`src/rtl/mem_arbiter.sv`:
```
// mem_arbiter: two-port round-robin arbiter in front of a single memory port.
//
// Each requester holds req_n high until it sees a one-cycle done_n pulse.
// A granted access stays on the memory interface until mem_resp is seen or
// the timeout counter expires; in the timeout case err_n accompanies done_n.
//
// Ports
//   clk, reset            clock, asynchronous active-high reset
//   req0/1, we0/1         request level and write(1)/read(0) select
//   addr0/1, wdata0/1     per-requester address and write data
//   done0/1, err0/1       completion pulse and timeout flag (valid with done)
//   rdata0/1              last read data captured for each requester
//   mem_re, mem_we        memory strobes (mutually exclusive)
//   mem_addr, mem_wdata   registered address / write data of the granted access
//   mem_rdata, mem_resp   memory read data and completion
//   busy                  high whenever the arbiter is not idle
module mem_arbiter #(
  parameter int ADDR_W  = 14,
  parameter int WDATA_W = 16,
  parameter int RDATA_W = 8,
  parameter int TIMEOUT = 255
) (
  input  logic               clk,
  input  logic               reset,
  input  logic               req0,
  input  logic               req1,
  input  logic               we0,
  input  logic               we1,
  input  logic [ADDR_W-1:0]  addr0,
  input  logic [ADDR_W-1:0]  addr1,
  input  logic [WDATA_W-1:0] wdata0,
  input  logic [WDATA_W-1:0] wdata1,
  output logic               done0,
  output logic               done1,
  output logic               err0,
  output logic               err1,
  output logic [RDATA_W-1:0] rdata0,
  output logic [RDATA_W-1:0] rdata1,
  output logic               mem_re,
  output logic               mem_we,
  output logic [ADDR_W-1:0]  mem_addr,
  output logic [WDATA_W-1:0] mem_wdata,
  input  logic [RDATA_W-1:0] mem_rdata,
  input  logic               mem_resp,
  output logic               busy
);

  typedef enum logic [1:0] {IDLE, ACCESS, DONE} state_t;

  // The counter value seen in the last permitted ACCESS cycle; one more
  // cycle without a response means TIMEOUT strobe cycles have elapsed.
  localparam logic [7:0] CNT_LAST = 8'(TIMEOUT - 1);

  state_t     state;
  state_t     next_state;
  logic       grant;      // granted port, doubles as the round-robin history
  logic       op_we;      // operation latched at grant time
  logic       timed_out;  // DONE was reached through the timeout path
  logic [7:0] cnt;
  logic       winner;
  logic       timeout_hit;

  // State register; reset drops straight to IDLE so strobes fall at once.
  always_ff @(posedge clk or posedge reset) begin
    if (reset) begin
      state <= IDLE;
    end else begin
      state <= next_state;
    end
  end

  // Next-state decode, arbitration and output decode. The winner favours the
  // port not granted last only when both request together.
  always_comb begin
    next_state  = state;
    winner      = 1'b0;
    timeout_hit = 1'b0;
    mem_re      = 1'b0;
    mem_we      = 1'b0;
    done0       = 1'b0;
    done1       = 1'b0;
    err0        = 1'b0;
    err1        = 1'b0;
    busy        = (state != IDLE);

    if (req0 && req1) begin
      winner = ~grant;
    end else if (req1) begin
      winner = 1'b1;
    end

    case (state)
      IDLE: begin
        if (req0 || req1) begin
          next_state = ACCESS;
        end
      end
      ACCESS: begin
        mem_re = ~op_we;
        mem_we = op_we;
        // A response in the same cycle as expiry takes priority.
        timeout_hit = ~mem_resp && (cnt == CNT_LAST);
        if (mem_resp || timeout_hit) begin
          next_state = DONE;
        end
      end
      DONE: begin
        done0      = ~grant;
        done1      = grant;
        err0       = ~grant & timed_out;
        err1       = grant & timed_out;
        next_state = IDLE;
      end
      default: begin
        next_state = IDLE;
      end
    endcase
  end

  // Datapath: latch the winner's request on grant, count unanswered ACCESS
  // cycles, and capture read data into the granted port's register.
  always_ff @(posedge clk or posedge reset) begin
    if (reset) begin
      grant     <= 1'b1;
      op_we     <= 1'b0;
      timed_out <= 1'b0;
      cnt       <= 8'd0;
      mem_addr  <= '0;
      mem_wdata <= '0;
      rdata0    <= '0;
      rdata1    <= '0;
    end else begin
      case (state)
        IDLE: begin
          if (req0 || req1) begin
            grant     <= winner;
            op_we     <= winner ? we1 : we0;
            mem_addr  <= winner ? addr1 : addr0;
            mem_wdata <= winner ? wdata1 : wdata0;
            cnt       <= 8'd0;
            timed_out <= 1'b0;
          end
        end
        ACCESS: begin
          if (mem_resp) begin
            if (!op_we) begin
              if (grant) begin
                rdata1 <= mem_rdata;
              end else begin
                rdata0 <= mem_rdata;
              end
            end
          end else if (timeout_hit) begin
            timed_out <= 1'b1;
          end else begin
            cnt <= cnt + 8'd1;
          end
        end
        default: begin
        end
      endcase
    end
  end

endmodule

```
`config.mk`:
```
export PLATFORM = sky130hd
export DESIGN_NAME = mem_arbiter
export DESIGN_NICKNAME = d
export VERILOG_FILES = /design/src/rtl/mem_arbiter.sv
export SDC_FILE = /design/constraint.sdc
export NUM_CORES = 1
export LEC_CHECK = 0
export BUFFER_PORTS_ARGS = -buffer_cell sky130_fd_sc_hd__clkbuf_2
export CORE_MARGIN = 1.5
export CORE_UTILIZATION = 42
export DETAILED_ROUTE_END_ITERATION = 16
export PLACE_DENSITY = 0.81
export SLEW_MARGIN = 20
export SYNTH_ARGS = -nofsm -noshare
export SYNTH_HDL_FRONTEND = slang
export SYNTH_SLANG_ARGS = --single-unit
```
`constraint.sdc`:
```
create_clock -name clk -period 1.95 [get_ports clk]
set_clock_uncertainty 0.05 [all_clocks]
set_input_delay 0.39 -clock clk [delete_from_list [all_inputs] [get_ports clk]]
set_output_delay 0.39 -clock clk [all_outputs]
set_load 0.01 [all_outputs]
```
# Word level (Yosys, flattened, before mapping)
# Cells that the tools add are included.
[totals]
output_inout_bits = 53
wordCells = 59
register_bits = 59
in_bits = 75
[op_classes]
n_mux = 23
add_sub_neg = 1
n_bitwise = 5
n_reduce_logical = 13
n_eq_ne = 8
[op_table]
columns = ["operator", "count"]
rows = [
  ["8-bit two-way mux", 3],
  ["16-bit two-way mux", 1],
  ["8-bit case mux with 2 select lines", 1],
  ["4-bit AND reduction", 4],
  ["14-bit two-way mux", 1],
  ["1-bit two-way mux", 13],
  ["2-bit != test, second input constant", 5],
  ["8-bit by 1-bit adder with 8-bit output, second input constant", 1],
  ["8-bit equality test, second input constant", 1],
  ["2-bit two-way mux", 2],
  ["2-bit case mux with 2 select lines", 1],
  ["2-bit AND reduction", 2],
  ["2-bit nonzero test", 2],
  ["1-bit NOT", 3],
  ["1-bit bitwise AND", 2],
  ["2-bit by 1-bit equality test with 1-bit output, second input constant", 1],
  ["2-bit equality test, second input constant", 1],
  ["1-bit logical AND", 2],
  ["2-bit logical NOT", 1],
  ["1-bit logical OR", 2],
  ["1-bit case mux with 2 select lines", 1],
]

# Longest topological paths before layout
# Gate-level depths: netlist of the first run.
[logic_depth]
word_depth = 6
mapped_depth = 7
depth_no_buf = 6

# Least setup slack after synthesis of the first run
# Ideal clock, no wire load.
[synth_path]
kind = "register to register"
from = "reg state[1]"
to = "reg rdata0[0]"
setup_time_ns = 0.125
required_ns = 1.775
stages_incl_launch_ff = 5
t_arrival_ns = 1.586
slack_ns = 0.189
path_cell_list = "dfrtp_1 nor3b_1 nand2_1 nor2_4 mux2_2"
[synth_between]
elab_chain_len = 2
[synth_rtl]
columns = ["item", "line_no", "source"]
rows = [
  ["start, declared", "54", "state_t state;"],
  ["start signal, assigned", "68", "state <= next_state;"],
  ["2-bit by 1-bit equality test with 1-bit output", "133", "case (state)"],
  ["4-bit AND reduction (no line)", "n/a", ""],
  ["end signal, assigned", "150", "rdata0 <= mem_rdata;"],
  ["end, declared", "37", "output logic [RDATA_W-1:0] rdata0,"],
]
# Every way passes these cells.
# A chain may end at the register's enable or synchronous reset.

# Worst setup path in the final report of the first run
[layout_path]
from = "reg state[0]"
to = "out mem_we"
[layout_between]
elab_chain_len = 2
[layout_rtl]
columns = ["item", "line_no", "source"]
rows = [
  ["2-bit by 1-bit equality test with 1-bit output", "92", "case (state)"],
  ["1-bit two-way mux", "92", ""],
  ["end, declared", "40", "output logic mem_we,"],
]
# Every way passes these cells.

==> summary.txt, run 1 <==
Worst setup path
  – CP Class: reg -> out
  – Crit-path cells: nor2b_1 -> and2_1 -> clkbuf_2
  – Critical R2R Launch: cnt[0]$_DFFE_PP0P_
  – FF-to-FF path depth: 7
  – Flop-to-flop setup slack: 0.22 ns
  – Req. time, crit path: 1.51 ns
  – Critical Path Start: state[0]$_DFFE_PP0P_
  – Crit path max-delay cell type: dfrtp_1
  – CP max FO: 5
  – CP arrival: roughly 1.4 ns
  – Critical path endpoint category: primary output
  – Worst path max stage delay: just under 0.4 ns
  – Crit path launch type: flip-flop

STA
  – Slew HR: around 65%
  – RSZ-0062 raised after global routing: false
  – Final setup violating endpoints: 0
  – Worst slew pin tran: 0.530 ns
  – Setup TNS: 0 ns
  – Max Fclk: 558 MHz
  – Fin. Hold Viols: 0
  – Max Slew Vio Count: 0
  – Post-route clock period utilization: 91.9%
  – Min Tclk post-route: 1.79 ns
  – Hold slack: between 0.2 and 0.3 ns

Worst hold path
  – Hold Path Class: in -> reg
  – HP Start: mem_rdata[7]
  – Hold depth: 2

Synth
  – Syn Nets: 322
  – Post-synthesis sequential area ratio: 55.0%
  – Cell variety after synth: 34
  – Synth Register Bits: 59
  – Ys Warns: 0
  – Post-Synthesis Cells: 245
  – Mapped Area: 2690 sq um
  – Syn avg cell area: 11.0 sq um

Floorplanning
  – Ports: 128
  – Die H: 83.0 um
  – Core area: roughly 6100 sq um
  – Starting Density: 44.4%
  – Row count: 28
  – Die X: 83.0 um
  – Die ar.: 6890 sq um

Global routing
  – Gr usage total: roughly 18%
  – First-pass GRT wire length: 9940 um
  – Largest net degree at the start of global routing: 67
  – Gr ovfl total: 0
  – Initial antenna violation count: 0
  – Vias in the first global route: 2201

Clock network
  – Worst-skew pair later-pin latency: 0.33 ns
  – CTS Sinks: 59
  – Post-CTS Setup Inserts: 0
  – Longest Clk Path Bufs: 2
  – Clock H-tree levels: 3
  – Cts repair resizes: 0
  – Root Buffer: clkbuf_8
  – Cts hold-fix bufs: 1
  – CTS buffer count: 9
  – Clk pin slew, worst setup/hold paths: 0.07 ns
  – CTS tree: built

Drt
  – TritonRoute pass-1 iters: 4
  – DRT Wirelength: about 5600 um
  – DRC viols: 0
  – Iter 0 DRT Violations: 100
  – Post-DR vias/cell: 4.85
  – WL per Instance: 12.3 um
  – Routed Antenna Nets: 0
  – Via count: 2218

Power
  – Leak: between 0.0015 and 0.002 uW
  – VDD IR-drop max: 0.807 mV
  – PwrDens: 1470 nW/um^2

Run
  – Max-Cap Viols: 0

Final layout
  – Fill cell count: 546
  – Register area: 1480 sq um
  – N_diodes: 0
  – Area of the multi-input gates: about 1100 sq um
  – Share of cells above drive strength 1: 45.3%
  – Layout overhead on the synthesized area: 37.3%
  – Nets: 454

Run status
  – Status: completed

Place
  – Dpl hpwl: 4330 um
  – Gpl congestion: 0.833
  – I/O Buffers: about 130
-- path summary, 6_finish.rpt --
| kind | endpoint |
|---|---|
| hold / removal | rdata1[7]$_DFFE_PP0P_ |
| hold reg to reg | mem_addr[5]$_DFFE_PP0P_ |
| max in group asynchronous | grant$_DFFE_PP1P_ |
| setup / recovery | mem_we |
| setup reg to reg | cnt[6]$_DFFE_PP0P_ |
| min in group asynchronous | cnt[4]$_DFFE_PP0P_ |
-- cell type report --
class | count | share of cell area (%)
clock buffers | 9 | 3.36
clock inverters | 7 | 3.39
inverters | 3 | 0.305
multi-input cells | 170 | 31.0
flip-flops and latches | 59 | 40.0
well taps | 75 | 2.54
repair buffers | 134 | 19.4
-- layout by cell type, fill, tap and decap left out, types with 3 or more instances in the layout --
master     count
clkinv_4       3
nor3b_1        3
mux2i_1       31
nor2b_1        4
bufinv_16      3
o21ai_0       36
clkbuf_8       9
dfrtp_1       58
mux2_2        16
buf_4          4
nand3_1        7
clkbuf_2     127
nor2_1         7
nand2_1       40
-- flip-flops by register name (all words and copies together), names as in the netlist, 2 cells and up --
register and flops:
state 2, cnt 8, rdata0 8, rdata1 8
mem_addr 14, mem_wdata 16
-- Yosys cell counts, drive strengths merged --
cell type / instances / share of area, %
nand4: 1 / 0.23
mux2: 16 / 6.7
dfrtp: 58 / 54
o21a: 1 / 0.28
nor2b: 4 / 0.93
or3: 1 / 0.23
o21ai: 37 / 6.9
a211o: 1 / 0.33
nor2: 8 / 1.4
nand2: 40 / 5.6
inv: 3 / 0.42
and2: 3 / 0.79
buf: 7 / 1.5
o31ai: 1 / 0.28
a221o: 1 / 0.37
xnor2: 1 / 0.33
ha: 2 / 0.93
mux2i: 31 / 12
a21boi: 1 / 0.42
a21o: 2 / 0.56
or2: 2 / 0.65
a21oi: 2 / 0.37
dfstp: 1 / 0.98
nor3b: 3 / 0.84
and3: 1 / 0.23
clkbuf: 6 / 0.84
nor3: 2 / 0.37
o22a: 1 / 0.33
nand3: 8 / 1.7
-- cell families after synthesis --
logic type      synth area share [%]
compound gates                  9.82
xor+xnor                       0.326
fa+ha+maj                      0.931
buf+inv                         2.79
flops                           55.0
mux                             18.2
simple gates                    12.9
-- metal layers --
metal  GRT usage, %  vias to the layer above  share of wire, %  routed length (um)
met2           30.2                       96                48                2710
li1               -                     1117                 -                   -
met5              0                        -                 0                   0
met4           7.73                        0               1.9                 106
met3           4.08                       11               6.1                 342
met1           21.8                      994                44                2440
-- critical path: cells and delay by family, from the launching register on --
family	cells	cell delay [ns]
simple gates	2	0.51
flops	1	0.39
buf+inv	1	0.13
-- per-stage QoR --
stage / utilization (%) / setup WS, ns / total power, uW / cell area, sq um / std cells
6_report: 60.9 / 0.159 / 5440 / 3690 / 457
5_1_grt: 60.9 / 0.0394 / 5860 / 3690 / 457
4_1_cts: 60.9 / 0.143 / 5520 / 3690 / 457
3_5_place_dp: 56.6 / 0.225 / 4140 / 3430 / 440
3_3_place_gp: 56.6 / 0.252 / 4060 / 3430 / 440
2_1_floorplan: - / 0.0553 / 3310 / 2690 / 245
-- where the power goes --
group / switching [uW] / internal [uW]
combinational: 1060 / 908
sequential: 343 / 1770
clock: 503 / 859
Note: power is estimated with default switching activity, not from simulation.
==> inputs of run 2 (changes only) <==
--- a/config.mk
+++ b/config.mk
@@ -9,8 +9,7 @@
 export CORE_MARGIN = 1.5
 export CORE_UTILIZATION = 42
 export DETAILED_ROUTE_END_ITERATION = 16
-export PLACE_DENSITY = 0.81
-export SLEW_MARGIN = 20
+export PLACE_DENSITY_LB_ADDON = 0.05
 export SYNTH_ARGS = -nofsm -noshare
 export SYNTH_HDL_FRONTEND = slang
 export SYNTH_SLANG_ARGS = --single-unit
==> run 2 against run 1 <==
- wire length decreased by 0.23%
- setup slack improved by 0.020 ns
- hold slack got worse by 0.22 ns
- sequential share of layout area up 0.56 points
- flip-flop and latch count did not move
- utilization decreased by 0.85 points
- global-route usage shrank 0.62 points
- clock-buffer cell count rose by 2
- register-to-register slack improved by 0.06 ns
- sequential power is essentially flat
- critical path depth did not move
- critical path type unchanged
- largest power group unchanged
- highest routed layer unchanged
==> summary.txt, run 2 (synthesized netlist as in run 1, its figures left out) <==
Clock network
  – Worst-skew pair later-pin latency: 0.33 ns
  – Clock H-tree levels: 3
  – CTS Sinks: 59
  – Root Buffer: clkbuf_8
  – CTS buffer count: 9
  – Cts hold-fix bufs: 0
  – CTS tree: built
  – Clk pin slew, worst setup/hold paths: approximately 0.06 ns
  – Longest Clk Path Bufs: 2

Power
  – P_sw: 1870 uW
  – VDD IR-drop max: 0.683 mV
  – Switch share: 35.9%
  – PwrDens: 1430 nW/um^2
  – Power share of the combinational group: 37.6%
  – Register share of total power: about two fifths
  – P_int: roughly 3300 uW
  – Clock share of power: 22.0%
  – Leak: around 0.0019 uW

Place
  – Dpl hpwl: between 4000 and 5000 um
  – I/O Buffers: ~130
  – Gpl congestion: between 0.7 and 0.8
  – Dpl cell area: 3420 sq um

Floorplanning
  – Starting Density: 44.4%
  – Core area: 6060 sq um
  – Row count: 28
  – Die ar.: 6890 sq um
  – Die X: 83.0 um
  – Ports: 128
  – Die H: approximately 83 um

Final layout
  – Most flops, register: mem_wdata
  – Most frequent cells in the layout: clkbuf_2, dfrtp_1, nand2_1
  – Fin area: 3640 sq um
  – Layout overhead on the synthesized area: 35.4%
  – Core Util, Final: between 60% and 70%
  – N_diodes: 0
  – Largest registers: mem_wdata x16, mem_addr x14
  – Nets: 452
  – Fill cell count: roughly 540
  – Most common cell after layout, fill and taps aside: clkbuf_2
  – Share of cells above drive strength 1: between 40% and 50%
  – Max reg flops: 16

STA
  – Setup TNS: 0 ns
  – Worst slew pin tran: 0.548 ns
  – Hold slack: between 0.03 and 0.04 ns
  – Slew HR: between 60% and 70%
  – Max Slew Vio Count: 0
  – Post-route clock period utilization: 90.8%
  – Final setup violating endpoints: 0
  – RSZ-0062 raised after global routing: false
  – Fin. Hold Viols: 0
  – Min Tclk post-route: 1.77 ns
  – Max Fclk: roughly 560 MHz

Global routing
  – Initial antenna violation count: 0
  – Largest net degree at the start of global routing: 67
  – Gr usage total: around 17%
  – Gr ovfl total: 0
  – Vias in the first global route: 2122
  – First-pass GRT wire length: about 9500 um

Run
  – Max-Cap Viols: 0

Drt
  – DRT Wirelength: 5590 um
  – Post-DR vias/cell: 4.83
  – WL per Instance: 12.3 um
  – Iter 0 DRT Violations: 113
  – DRC viols: 0
  – Routed Antenna Nets: 0
  – TritonRoute pass-1 iters: 4
  – Via count: 2199

Worst setup path
  – Critical R2R Launch: state[1]$_DFFE_PP0P_
  – FF-to-FF path depth: 4
  – CP arrival: 1.33 ns
  – Crit path launch type: flip-flop
  – Reg-to-reg endpoint: cnt[2]$_DFFE_PP0P_
  – Critical path endpoint category: primary output
  – Req. time, crit path: 1.51 ns
  – Flop-to-flop setup slack: around 0.28 ns
  – CP Class: reg -> out
  – CP max FO: 5

Run status
  – Status: completed

Worst hold path
  – Hold Path Class: in -> async
## run 2: changes by cell type in the layout (fill, tap and decap cells not counted)
cell,change
o21ai_2,+1
bufinv_16,-2
o21ai_1,-1
buf_4,-1
clkinv_4,-2
clkbuf_8,+2
clkinvlp_4,+1
clkinv_2,+1
dlygate4sd3_1,-1
## run 2: per-layer routing
layer	track usage (%)	wire length, um	vias up
met1	20.6	2490	1000
met3	4.47	322	8
met2	28.6	2670	84
li1	-	-	1107
met4	8.79	97	0
met5	0	0	-
## run 2: timing repair
action                                  4_1_cts  5_1_grt
resized for setup                             0        1
endpoints found under the setup margin        0        1
setup buffers                                 0        0
## run 2: worst max-delay path by stage
stage | startpoint | cells after the start | slack (ns) | end
after floorplan | reset | 1 | 0.06 | cnt[0]$_DFFE_PP0P_
after global placement | mem_resp | 5 | 0.13 | cnt[2]$_DFFE_PP0P_
after detailed placement | mem_resp | 5 | 0.07 | cnt[2]$_DFFE_PP0P_
after CTS | cnt[0]$_DFFE_PP0P_ | 6 | 0.11 | cnt[4]$_DFFE_PP0P_
after global routing | state[0]$_DFFE_PP0P_ | 3 | 0.05 | mem_we
final | state[1]$_DFFE_PP0P_ | 3 | 0.18 | mem_we
## run 2: power by group through the flow
| stage | Clock, uW | Sequential [uW] | Combinational [uW] |
|---|---|---|---|
| floorplan | 0 | 2290 | 1020 |
| global placement | 0 | 2110 | 1980 |
| detailed placement | 0 | 2120 | 2020 |
| CTS | 1190 | 2110 | 2010 |
| global route | 1240 | 2190 | 2200 |
| finish | 1150 | 2100 | 1960 |
## run 2: per-stage QoR
step	setup slack [ns]	std cells	power [uW]
6_report	0.179	455	5210
5_1_grt	0.0547	455	5630
4_1_cts	0.109	455	5310
3_5_place_dp	0.0712	439	4140
3_3_place_gp	0.126	439	4090
2_1_floorplan	0.0553	245	3310
## run 2: final cells by class
type | count | area, sq um | area share [%]
well taps | 75 | 93.8 | 2.58
multi-input cells | 170 | 1150 | 31.5
clock buffers | 11 | 151 | 4.16
repair buffers | 132 | 698 | 19.2
inverters | 3 | 11.3 | 0.309
flip-flops and latches | 59 | 1480 | 40.6
clock inverters | 5 | 60.1 | 1.65
## run 2: worst max-delay path: stages (launching register included)
cell      delay, ns
dfrtp_1        0.42
nor2b_1        0.30
and2_1         0.18
clkbuf_2       0.12
==> inputs of run 3 (changes only) <==
--- a/config.mk
+++ b/config.mk
@@ -5,9 +5,12 @@
 export SDC_FILE = /design/constraint.sdc
 export NUM_CORES = 1
 export LEC_CHECK = 0
+export ABC_AREA = 1
 export BUFFER_PORTS_ARGS = -buffer_cell sky130_fd_sc_hd__clkbuf_2
+export CELL_PAD_IN_SITES_DETAIL_PLACEMENT = 2
+export CELL_PAD_IN_SITES_GLOBAL_PLACEMENT = 2
 export CORE_MARGIN = 1.5
-export CORE_UTILIZATION = 42
+export CORE_UTILIZATION = 23
 export DETAILED_ROUTE_END_ITERATION = 16
 export PLACE_DENSITY_LB_ADDON = 0.05
 export SYNTH_ARGS = -nofsm -noshare
==> run 3 against run 2 <==
- clock-buffer cell count decreased by 1
- non-clock buffer count increased by 2
- hold slack improved by 0.022 ns
- via count increased by 24%
- setup slack got worse by 0.060 ns
- critical path depth unchanged
- area after synthesis increased by 6.5%
- utilization decreased by 27 points
- largest power group is now combinational cells
==> summary.txt, run 3 <==
Final layout
  – Most common cell after layout, fill and taps aside: clkbuf_2
  – N_diodes: 0
  – Largest registers: mem_wdata x16, mem_addr x14
  – Most flops, register: mem_wdata
  – Layout overhead on the synthesized area: 39.1%
  – Max reg flops: 16
  – Non-Filler Instances: 634
  – Nets: roughly 540
  – Most frequent cells in the layout: clkbuf_2, nand2_1, o21ai_1
  – Share of cells above drive strength 1: 39.9%
  – Register area: 1480 sq um
  – Fill cell count: 1418
  – Area of the multi-input gates: between 1000 and 1500 sq um

Drt
  – DRC viols: 0
  – TritonRoute pass-1 iters: 4
  – Iter 0 DRT Violations: 57
  – Post-DR vias/cell: 4.32
  – WL per Instance: 14.7 um
  – Routed Antenna Nets: 0
  – Via count: 2737
  – DRT Wirelength: a little over 9000 um

Run
  – Max-Cap Viols: 0

Worst setup path
  – CP arrival: between 1 and 1.5 ns
  – Crit path launch type: flip-flop
  – CP Class: reg -> out
  – CP top delay family: simple AND/OR/NAND/NOR gates
  – Crit path max-delay cell type: dfrtp_1
  – Critical path endpoint category: primary output
  – CP max FO: 4
  – Crit-path cells: or2_2 -> nor3_1 -> clkbuf_2
  – Worst path max stage delay: 0.42 ns
  – Buf/Inv on CP: 1
  – Req. time, crit path: 1.51 ns

Clock network
  – Post-CTS Setup Inserts: 0
  – Root Buffer: clkbuf_16
  – Worst-skew pair later-pin latency: 0.33 ns
  – Clock H-tree levels: 3
  – Cts hold-fix bufs: 0
  – Cts repair resizes: 0
  – CTS buffer count: 9
  – Longest Clk Path Bufs: 2
  – Clk pin slew, worst setup/hold paths: 0.06 ns
  – CTS tree: built
  – CTS Sinks: 59

Synth
  – Ys Warns: 0
  – Post-synth top cells: nand2_1, o21ai_1, dfrtp_1, nor2_1, inv_1
  – Asr flop ratio synth: 100%
  – Post-Synthesis Cells: 331
  – Synth Register Bits: 59
  – Syn Nets: 408
  – Synth area leaders: dfrtp_1, o21ai_1, nand2_1
  – Number of flops mapped to enable cells by yosys: 0
  – Yosys top cell by area: dfrtp_1
  – Share of Yosys cell area claimed by the top area cell type: 50.7%
  – Cell variety after synth: 26
  – Mapped Area: 2860 sq um
  – Post-synthesis sequential area ratio: 51.6%
  – Most frequent cell after synthesis: nand2_1
  – Syn avg cell area: 8.65 sq um
  – Primary FF master, synth: dfrtp_1

Floorplanning
  – Core area: 12100 sq um
  – Die ar.: 13100 sq um
  – Ports: about 130
  – Die H: 115 um
  – Row count: 40
  – Die X: 115 um
  – Starting Density: 23.7%

STA
  – Slew HR: between 50% and 60%
  – Post-route clock period utilization: 93.9%
  – Max Slew Vio Count: 0
  – Min Tclk post-route: 1.83 ns
  – Setup TNS: 0 ns
  – Setup WS post-layout: 0.119 ns
  – Final setup violating endpoints: 0
  – Max Fclk: 546 MHz
  – RSZ-0062 raised after global routing: false
  – Worst slew pin tran: 0.610 ns
  – Fin. Hold Viols: 0

Power
  – PwrDens: 1550 nW/um^2
  – Leak: slightly above 0.002 uW
  – VDD IR-drop max: around 0.38 mV

Global routing
  – Largest net degree at the start of global routing: 60
  – First-pass GRT wire length: 15700 um
  – Vias in the first global route: just over 3000
  – Gr usage total: 15.7%
  – Initial antenna violation count: 0
  – Gr ovfl total: 0

Place
  – Gpl congestion: about 0.75
  – Place WS: 0.361 ns
  – Post-Place Cells: 616
  – I/O Buffers: 127
  – Dpl hpwl: approximately 6800 um

Worst hold path
  – Hold Path Class: in -> async

Run status
  – Status: completed
run 3: cell types whose count changed after synthesis, moves of 17 or more:
cell / before / now
o21ai_1: 1 / 63
nand2_1: 40 / 76
nor2_1: 7 / 40
o21ai_0: 36 / 4
mux2i_1: 31 / 0
inv_1: 3 / 22
o21ai_2: 0 / 17
run 3: cell families (layout without fill, tap and decap cells):
logic type,count (synthesis),in the layout,share of synthesized area [%]
AND/OR/NAND/NOR,142,142,22.4
XOR/XNOR,2,2,0.612
adder cells (fa/ha/maj),2,2,0.874
buffers and inverters,41,176,7.38
AO/OA/AOI/OAI,85,85,17.1
flip-flops,59,59,51.6
run 3: worst paths after layout:
kind                       slack (ns)  cells past startpoint                         to                   from
max                              0.12                      3                       err1   state[0]$_DFFE_PP0P_
min                              0.05                      3  mem_wdata[14]$_DFFE_PP0P_                  reset
min in group clk                 0.27                      3  mem_wdata[14]$_DFFE_PP0P_             wdata1[14]
max reg2reg                      0.34                      6   mem_addr[12]$_DFFE_PP0P_      grant$_DFFE_PP1P_
max in group asynchronous        1.48                      3          grant$_DFFE_PP1P_                  reset
min reg2reg                      0.43                      2      timed_out$_DFFE_PP0P_  timed_out$_DFFE_PP0P_
run 3: final cells by class:
type | instances | share of cell area [%]
multi-input cells | 231 | 29.7
well taps | 168 | 5.28
inverters | 26 | 2.45
flip-flops and latches | 59 | 37.1
clock buffers | 10 | 6.00
clock inverters | 6 | 1.60
repair buffers | 134 | 17.9
run 3: per-layer routing:
layer / track usage (%) / vias to the layer above / wire [um] / part of all wire (%)
met2: 26.1 / 79 / 4520 / 48
met5: 0 / - / 0 / 0
met1: 19.0 / 1323 / 4070 / 44
met4: 5.00 / 0 / 112 / 1.2
li1: - / 1326 / - / -
met3: 5.66 / 9 / 650 / 7.0
run 3: worst register-to-register path: stages, from the launching register on:
cell and delay (ns):
dfstp_2 0.60, buf_4 0.13, nand2_1 0.05, nand2_2 0.07, buf_4 0.36, nor2_1 0.11
o21ai_1 0.17
run 3: power by group:
group          switching, uW  internal, uW
Clock                    604          1020
Sequential               328          1770
Combinational           1500           966
Total                   2430          3760
run 3: per-stage QoR:
stage               util (%)  power [uW]  hold slack (ns)  instance area [sq um]
detailed placement      30.4        4670            0.424                   3670
global route            33.0        6770           0.0764                   3980
global placement        30.4        4580            0.411                   3670
CTS                     32.9        6340           0.0663                   3970
finish                  33.0        6190           0.0528                   3980
floorplan                  -        3600            0.391                   2860
